`src/rtl/mac_rx_ingress.sv`:
```
// Receive-side frame consumer: pops one pointer per frame, drops errored/short frames,
// and forwards good frames minus FCS over a valid/ready byte stream with header capture.
module mac_rx_ingress (
    input  logic        clk,
    input  logic        rstn,
    input  logic        ptr_fifo_empty,
    output logic        ptr_fifo_rd,
    input  logic [15:0] ptr_fifo_dout,
    output logic        data_fifo_rd,
    input  logic [7:0]  data_fifo_dout,
    output logic [7:0]  o_data,
    output logic        o_valid,
    output logic        o_sof,
    output logic        o_eof,
    input  logic        o_ready,
    output logic [47:0] da,
    output logic [47:0] sa,
    output logic        hdr_valid,
    output logic [15:0] good_cnt,
    output logic [15:0] drop_crc_cnt,
    output logic [15:0] drop_len_cnt
);
    typedef enum logic [2:0] {S_IDLE, S_PTR_LAT, S_FWD, S_SKIP_FCS, S_DISCARD} state_t;

    state_t      r_state, w_state_next;
    logic        r_run;
    logic [11:0] r_remain, w_remain_next;
    logic [11:0] r_fwd_len, r_widx;
    logic        r_inflight_fwd;
    logic [1:0]  r_cnt;
    logic [9:0]  r_head, r_skid, w_in;
    logic [47:0] r_da, r_sa;
    logic        r_hdr_valid;
    logic [15:0] r_good_cnt, r_crc_cnt, r_len_cnt;
    logic        w_good_inc, w_crc_inc, w_len_inc;
    logic        w_pop, w_push, w_fwd_space, w_unused;
    logic [11:0] w_len;
    logic [2:0]  w_occ_after;

    assign w_len       = ptr_fifo_dout[11:0];
    assign w_unused    = ^ptr_fifo_dout[13:12];
    assign o_valid     = (r_cnt != 2'd0);
    assign w_pop       = o_valid & o_ready;
    assign w_push      = r_inflight_fwd;
    // Occupancy the buffer will have once this cycle's pop and in-flight byte settle
    assign w_occ_after = {1'b0, r_cnt} - {2'b00, w_pop} + {2'b00, r_inflight_fwd};
    assign w_fwd_space = (w_occ_after < 3'd2);
    assign w_in        = {(r_widx == 12'd0), (r_widx == r_fwd_len - 12'd1), data_fifo_dout};

    always_comb begin
        w_state_next  = r_state;
        w_remain_next = r_remain;
        ptr_fifo_rd   = 1'b0;
        data_fifo_rd  = 1'b0;
        w_good_inc    = 1'b0;
        w_crc_inc     = 1'b0;
        w_len_inc     = 1'b0;
        case (r_state)
            S_IDLE: begin
                if (r_run && !ptr_fifo_empty) begin
                    ptr_fifo_rd  = 1'b1;
                    w_state_next = S_PTR_LAT;
                end
            end
            S_PTR_LAT: begin
                if (ptr_fifo_dout[15] || ptr_fifo_dout[14] || (w_len <= 12'd4)) begin
                    w_crc_inc     = ptr_fifo_dout[15];
                    w_len_inc     = !ptr_fifo_dout[15];
                    w_remain_next = w_len;
                    w_state_next  = (w_len == 12'd0) ? S_IDLE : S_DISCARD;
                end else begin
                    w_good_inc    = 1'b1;
                    w_remain_next = w_len - 12'd4;
                    w_state_next  = S_FWD;
                end
            end
            S_FWD: begin
                if (w_fwd_space) begin
                    data_fifo_rd  = 1'b1;
                    w_remain_next = r_remain - 12'd1;
                    if (r_remain == 12'd1) begin
                        w_remain_next = 12'd4;
                        w_state_next  = S_SKIP_FCS;
                    end
                end
            end
            S_SKIP_FCS, S_DISCARD: begin
                data_fifo_rd  = 1'b1;
                w_remain_next = r_remain - 12'd1;
                if (r_remain == 12'd1) begin
                    w_state_next = S_IDLE;
                end
            end
            default: w_state_next = S_IDLE;
        endcase
    end

    always_ff @(posedge clk or negedge rstn) begin
        if (!rstn) begin
            r_state        <= S_IDLE;
            r_remain       <= 12'd0;
            r_run          <= 1'b0;
            r_inflight_fwd <= 1'b0;
            r_hdr_valid    <= 1'b0;
            r_fwd_len      <= 12'd0;
            r_widx         <= 12'd0;
            r_da           <= 48'd0;
            r_sa           <= 48'd0;
            r_good_cnt     <= 16'd0;
            r_crc_cnt      <= 16'd0;
            r_len_cnt      <= 16'd0;
        end else begin
            r_state        <= w_state_next;
            r_remain       <= w_remain_next;
            r_run          <= 1'b1;
            r_inflight_fwd <= data_fifo_rd && (r_state == S_FWD);
            r_hdr_valid    <= w_push && (r_widx == 12'd11);
            if (w_good_inc) begin
                r_fwd_len <= w_len - 12'd4;
                r_widx    <= 12'd0;
            end else if (w_push) begin
                r_widx <= r_widx + 12'd1;
            end
            if (w_push && (r_widx < 12'd6)) begin
                r_da <= {r_da[39:0], data_fifo_dout};
            end else if (w_push && (r_widx < 12'd12)) begin
                r_sa <= {r_sa[39:0], data_fifo_dout};
            end
            if (w_good_inc && (r_good_cnt != 16'hFFFF)) r_good_cnt <= r_good_cnt + 16'd1;
            if (w_crc_inc && (r_crc_cnt != 16'hFFFF))   r_crc_cnt  <= r_crc_cnt + 16'd1;
            if (w_len_inc && (r_len_cnt != 16'hFFFF))   r_len_cnt  <= r_len_cnt + 16'd1;
        end
    end

    // Two-entry output buffer: head drives the outputs, skid absorbs one byte of backpressure
    always_ff @(posedge clk or negedge rstn) begin
        if (!rstn) begin
            r_cnt  <= 2'd0;
            r_head <= 10'd0;
            r_skid <= 10'd0;
        end else begin
            case (r_cnt)
                2'd0: begin
                    if (w_push) begin
                        r_head <= w_in;
                        r_cnt  <= 2'd1;
                    end
                end
                2'd1: begin
                    if (w_push && w_pop) begin
                        r_head <= w_in;
                    end else if (w_push) begin
                        r_skid <= w_in;
                        r_cnt  <= 2'd2;
                    end else if (w_pop) begin
                        r_cnt <= 2'd0;
                    end
                end
                default: begin
                    if (w_pop) begin
                        r_head <= r_skid;
                        if (w_push) r_skid <= w_in;
                        else        r_cnt  <= 2'd1;
                    end
                end
            endcase
        end
    end

    assign o_data       = r_head[7:0];
    assign o_eof        = r_head[8];
    assign o_sof        = r_head[9];
    assign da           = r_da;
    assign sa           = r_sa;
    assign hdr_valid    = r_hdr_valid;
    assign good_cnt     = r_good_cnt;
    assign drop_crc_cnt = r_crc_cnt;
    assign drop_len_cnt = r_len_cnt;
endmodule

```
`config.mk`:
```
export PLATFORM = sky130hd
export DESIGN_NAME = mac_rx_ingress
export DESIGN_NICKNAME = d
export VERILOG_FILES = /design/src/rtl/mac_rx_ingress.sv
export SDC_FILE = /design/constraint.sdc
export NUM_CORES = 1
export LEC_CHECK = 0
export ABC_AREA = 1
export CAP_MARGIN = 20
export CORE_ASPECT_RATIO = 1.75
export CORE_MARGIN = 2
export CORE_UTILIZATION = 45
export CTS_BUF_LIST = sky130_fd_sc_hd__clkbuf_16
export DETAILED_ROUTE_END_ITERATION = 10
export PLACE_DENSITY = 0.7
export SLEW_MARGIN = 20
export SYNTH_ARGS = -nofsm -noshare
export SYNTH_HDL_FRONTEND = slang
export SYNTH_SLANG_ARGS = --single-unit
```
`constraint.sdc`:
```
create_clock -name clk -period 5 [get_ports clk]
set_clock_uncertainty 0.05 [all_clocks]
set_input_delay 1.25 -clock clk [delete_from_list [all_inputs] [get_ports clk]]
set_output_delay 1.25 -clock clk [all_outputs]
set_load 0.02 [all_outputs]
```
==> impl_metrics.py <==
metrics = {
    "run_status": {
        "status": "finished, final reports clean",
    },
    "cts": {
        "cts_buffer_depth": 3,
        "cts-root-buf": "clkbuf_16",
        "clock_latency_ps": 490,
        "cts_tree": "built",
        "numCtsBuffers": 21,
        "cts.sinks": 208,
        "clk_pin_slew_worst_paths_ps": 60,
        "htreeDepth": 1,
    },
    "cells_and_area": {
        "nNetsFinal": 1356,
        "stdcell_area_um2": 13000,
        "drive_gt1_share_pct": 7.39,
        "areaGrowthSynthToFinish_pct": 27.1,
        "num_antenna_cells": 0,
        "finalNonFillerCells": 1627,
    },
    "drt": {
        "route.detailed.wl_per_inst_um": 14.8,
        "drt-initial-drc-count": 326,
        "ant_nets": 0,
        "dr.pass1.iters": 5,
        "viasPerCell": 4.96,
        "met2WireLength_um": 13000,
        "vias": 8069,
        "wl_um": 24000,
        "drc": 0,
        "dr_wl_met3_um": 955,
        "routed.top_layer": "met4",
        "wl_met1_um": 9160,
    },
    "synthesis": {
        "synth-xor-area-share_pct": 5.82,
        "ys_types": 45,
        "yosys.area.top_type_share_pct": 50.8,
        "synth_top_family_by_area": "simple AND/OR/NAND/NOR gates",
        "async_flop_share_pct": 100,
        "synthTopCellsByCount": "nand2_1, dfrtp_1, inv_1",
        "synth.ff_latch_count": 208,
        "synth.most_common_cell": "nand2_1",
        "yosys_warnings": 0,
        "synth_cells": 1128,
        "synth_nets": 1167,
        "synth_enable_flop_cells": 0,
        "synthAdderAreaFrac_pct": 1.42,
        "synth_area_leaders": "dfrtp_1, nand2_1, inv_1",
        "synthFlopType": "dfrtp_1",
        "seq_area_frac_synth_pct": 50.8,
        "synth-simple-area-share_pct": 18.5,
        "synth_area_um2": 10200,
        "yosysTopAreaCell": "dfrtp_1",
        "synth_compound_gate_area_share_pct": 6.61,
        "syn_avg_cell_area_um2": 9.08,
        "yosys-mux-area-fraction_pct": 9.04,
    },
    "die": {
        "start_util_pct": 45.4,
        "pin_count": 186,
        "die_w_um": 118,
        "die_area_um2": 24000,
        "rows": 73,
        "core_um2": 22600,
        "die_h_um": 204,
    },
    "worst_setup_path": {
        "cp_max_fo": 3,
        "crit_chain": "clkdlybuf4s50_1, nand2_1, inv_1, nand2_1, a21oi_1, fa_1, nor2_1, o21ai_0, buf_4, o21ai_0, clkbuf_2",
        "crit_buf_inv": 4,
        "r2r-end": "r_remain[4]",
        "r2r_cells": 13,
        "cp-start-kind": "primary input",
        "worstSetupStartpoint": "o_ready",
        "end_kind": "output pin",
        "crit_type": "in -> out",
        "r2r_slack_ps": 1940,
        "path_depth": 11,
        "r2r-start": "r_cnt[1]",
        "arrival_ps": 3450,
        "crit_path_top_delay_cell": "clkdlybuf4s50_1",
        "slowest_delay_ps": 520,
        "cpLargestDelayFamily": "buffers and inverters",
        "required_ps": 3700,
    },
    "sta": {
        "fmax_mhz": 211,
        "worstMarginPinSlew_ps": 821,
        "maxSlewHeadroom_pct": 45.2,
        "fin_crit_sh_pct": 94.9,
        "hold_violations": 0,
        "setup_tns_ps": 0,
        "grt_setup_unrepaired": "false",
        "hold_slack_ps": 436,
        "setup_violations": 0,
        "maxSlewViolCount": 0,
        "min_period_ps": 4750,
    },
    "grt": {
        "grt_pass1_vias": 8144,
        "grt_max_degree": 100,
        "antenna_found_initial": 0,
        "grt_pass1_wl_um": 39900,
        "gr-total-overflow": 0,
        "grt_util_all_layers_pct": 20.4,
    },
    "power": {
        "power_density_nw_per_um2": 464,
        "irDropWorstVdd_mv": 0.274,
        "leakage_nw": 6.41,
        "total_power_mw": 6.04,
    },
    "placement": {
        "portBuffers": 183,
        "hpwl_um": 17900,
        "placed_area_um2": 12400,
        "place_congestion": 0.853,
        "dp.cells": 1594,
    },
    "flow_run": {
        "max-cap-violations": 0,
    },
    "hold_path": {
        "worst_hold_path.num_cells": 2,
        "hp-start": "da[42]",
        "holdCritPathClass": "reg -> reg",
        "hold-path-endpoint": "da[42]",
    },
}
## timing repair
item	in CTS	in global routing
setup endpoints to repair	1	1
gates resized for setup	1	3
hold buffers	0	0
setup buffers	0	0
## sequential cells by signal, indices dropped and copies added, names as in the netlist, 3 cells and up
signal	count
r_fwd_len	12
r_remain	12
good_cnt	16
drop_len_cnt	16
r_widx	12
drop_crc_cnt	16
r_state	3
sa	48
r_head	10
r_skid	10
da	48
## where the power goes
| group | internal (mW) | switching (mW) |
|---|---|---|
| clock | 0.908 | 0.620 |
| combinational | 0.859 | 1.28 |
| sequential | 2.03 | 0.341 |
| total | 3.80 | 2.24 |
## cells by family after synthesis
kind of cell	Yosys count
AO/OA/AOI/OAI	122
XOR/XNOR	68
adder cells (fa/ha/maj)	11
buffers and inverters	190
flip-flops	208
multiplexers	80
other	1
AND/OR/NAND/NOR	448
## worst register-to-register path, stage by stage (launching register included)
cell,delay (ps)
dfrtp_1,670
inv_1,400
fa_1,520
nand2_1,80
inv_1,50
nor2_1,80
o21ai_0,100
buf_4,190
nand2_1,120
o21ai_4,130
inv_2,270
o21ai_0,160
inv_1,70
a21oi_1,60
## routing by layer
metal | up-vias | global-route usage [%]
met5 | - | 0
li1 | 3975 | -
met4 | 0 | 8.48
met1 | 3834 | 22.2
met3 | 53 | 2.94
met2 | 207 | 39.0
## per-stage QoR
| stage | setup WS, ps | utilization [%] |
|---|---|---|
| detailed placement | -155 | 54.8 |
| finish | 253 | 57.7 |
| CTS | 113 | 57.7 |
| floorplan | 995 | - |
| global placement | -100 | 54.8 |
| global route | 54.6 | 57.7 |
## layout make-up
type	instances	area, um2
clock buffer	21	526
clock inverter	12	125
fill	2079	9550
inverter	164	616
multi-input combinational	730	4260
sequential	208	5200
tap	300	375
timing repair buffer	192	1910
## placed cells by master (no fill, tap or decap), types with 19 or more instances in the layout
master,count
xnor2_1,19
o21ai_0,62
nand2_1,217
dfrtp_1,208
a21oi_1,34
mux2_4,20
inv_1,158
nand3_1,49
nor2_1,124
clkdlybuf4s50_1,181
nor3_1,23
xor2_1,49
mux2i_1,40
clkbuf_16,21
## how the worst max path moves through the flow
stage                        end  slack [ps]
global placement    data_fifo_rd        -100
global route        data_fifo_rd          50
finish              data_fifo_rd         250
floorplan           data_fifo_rd        1000
detailed placement  data_fifo_rd        -160
CTS                 data_fifo_rd         110
(Power assumes the default switching activity.)
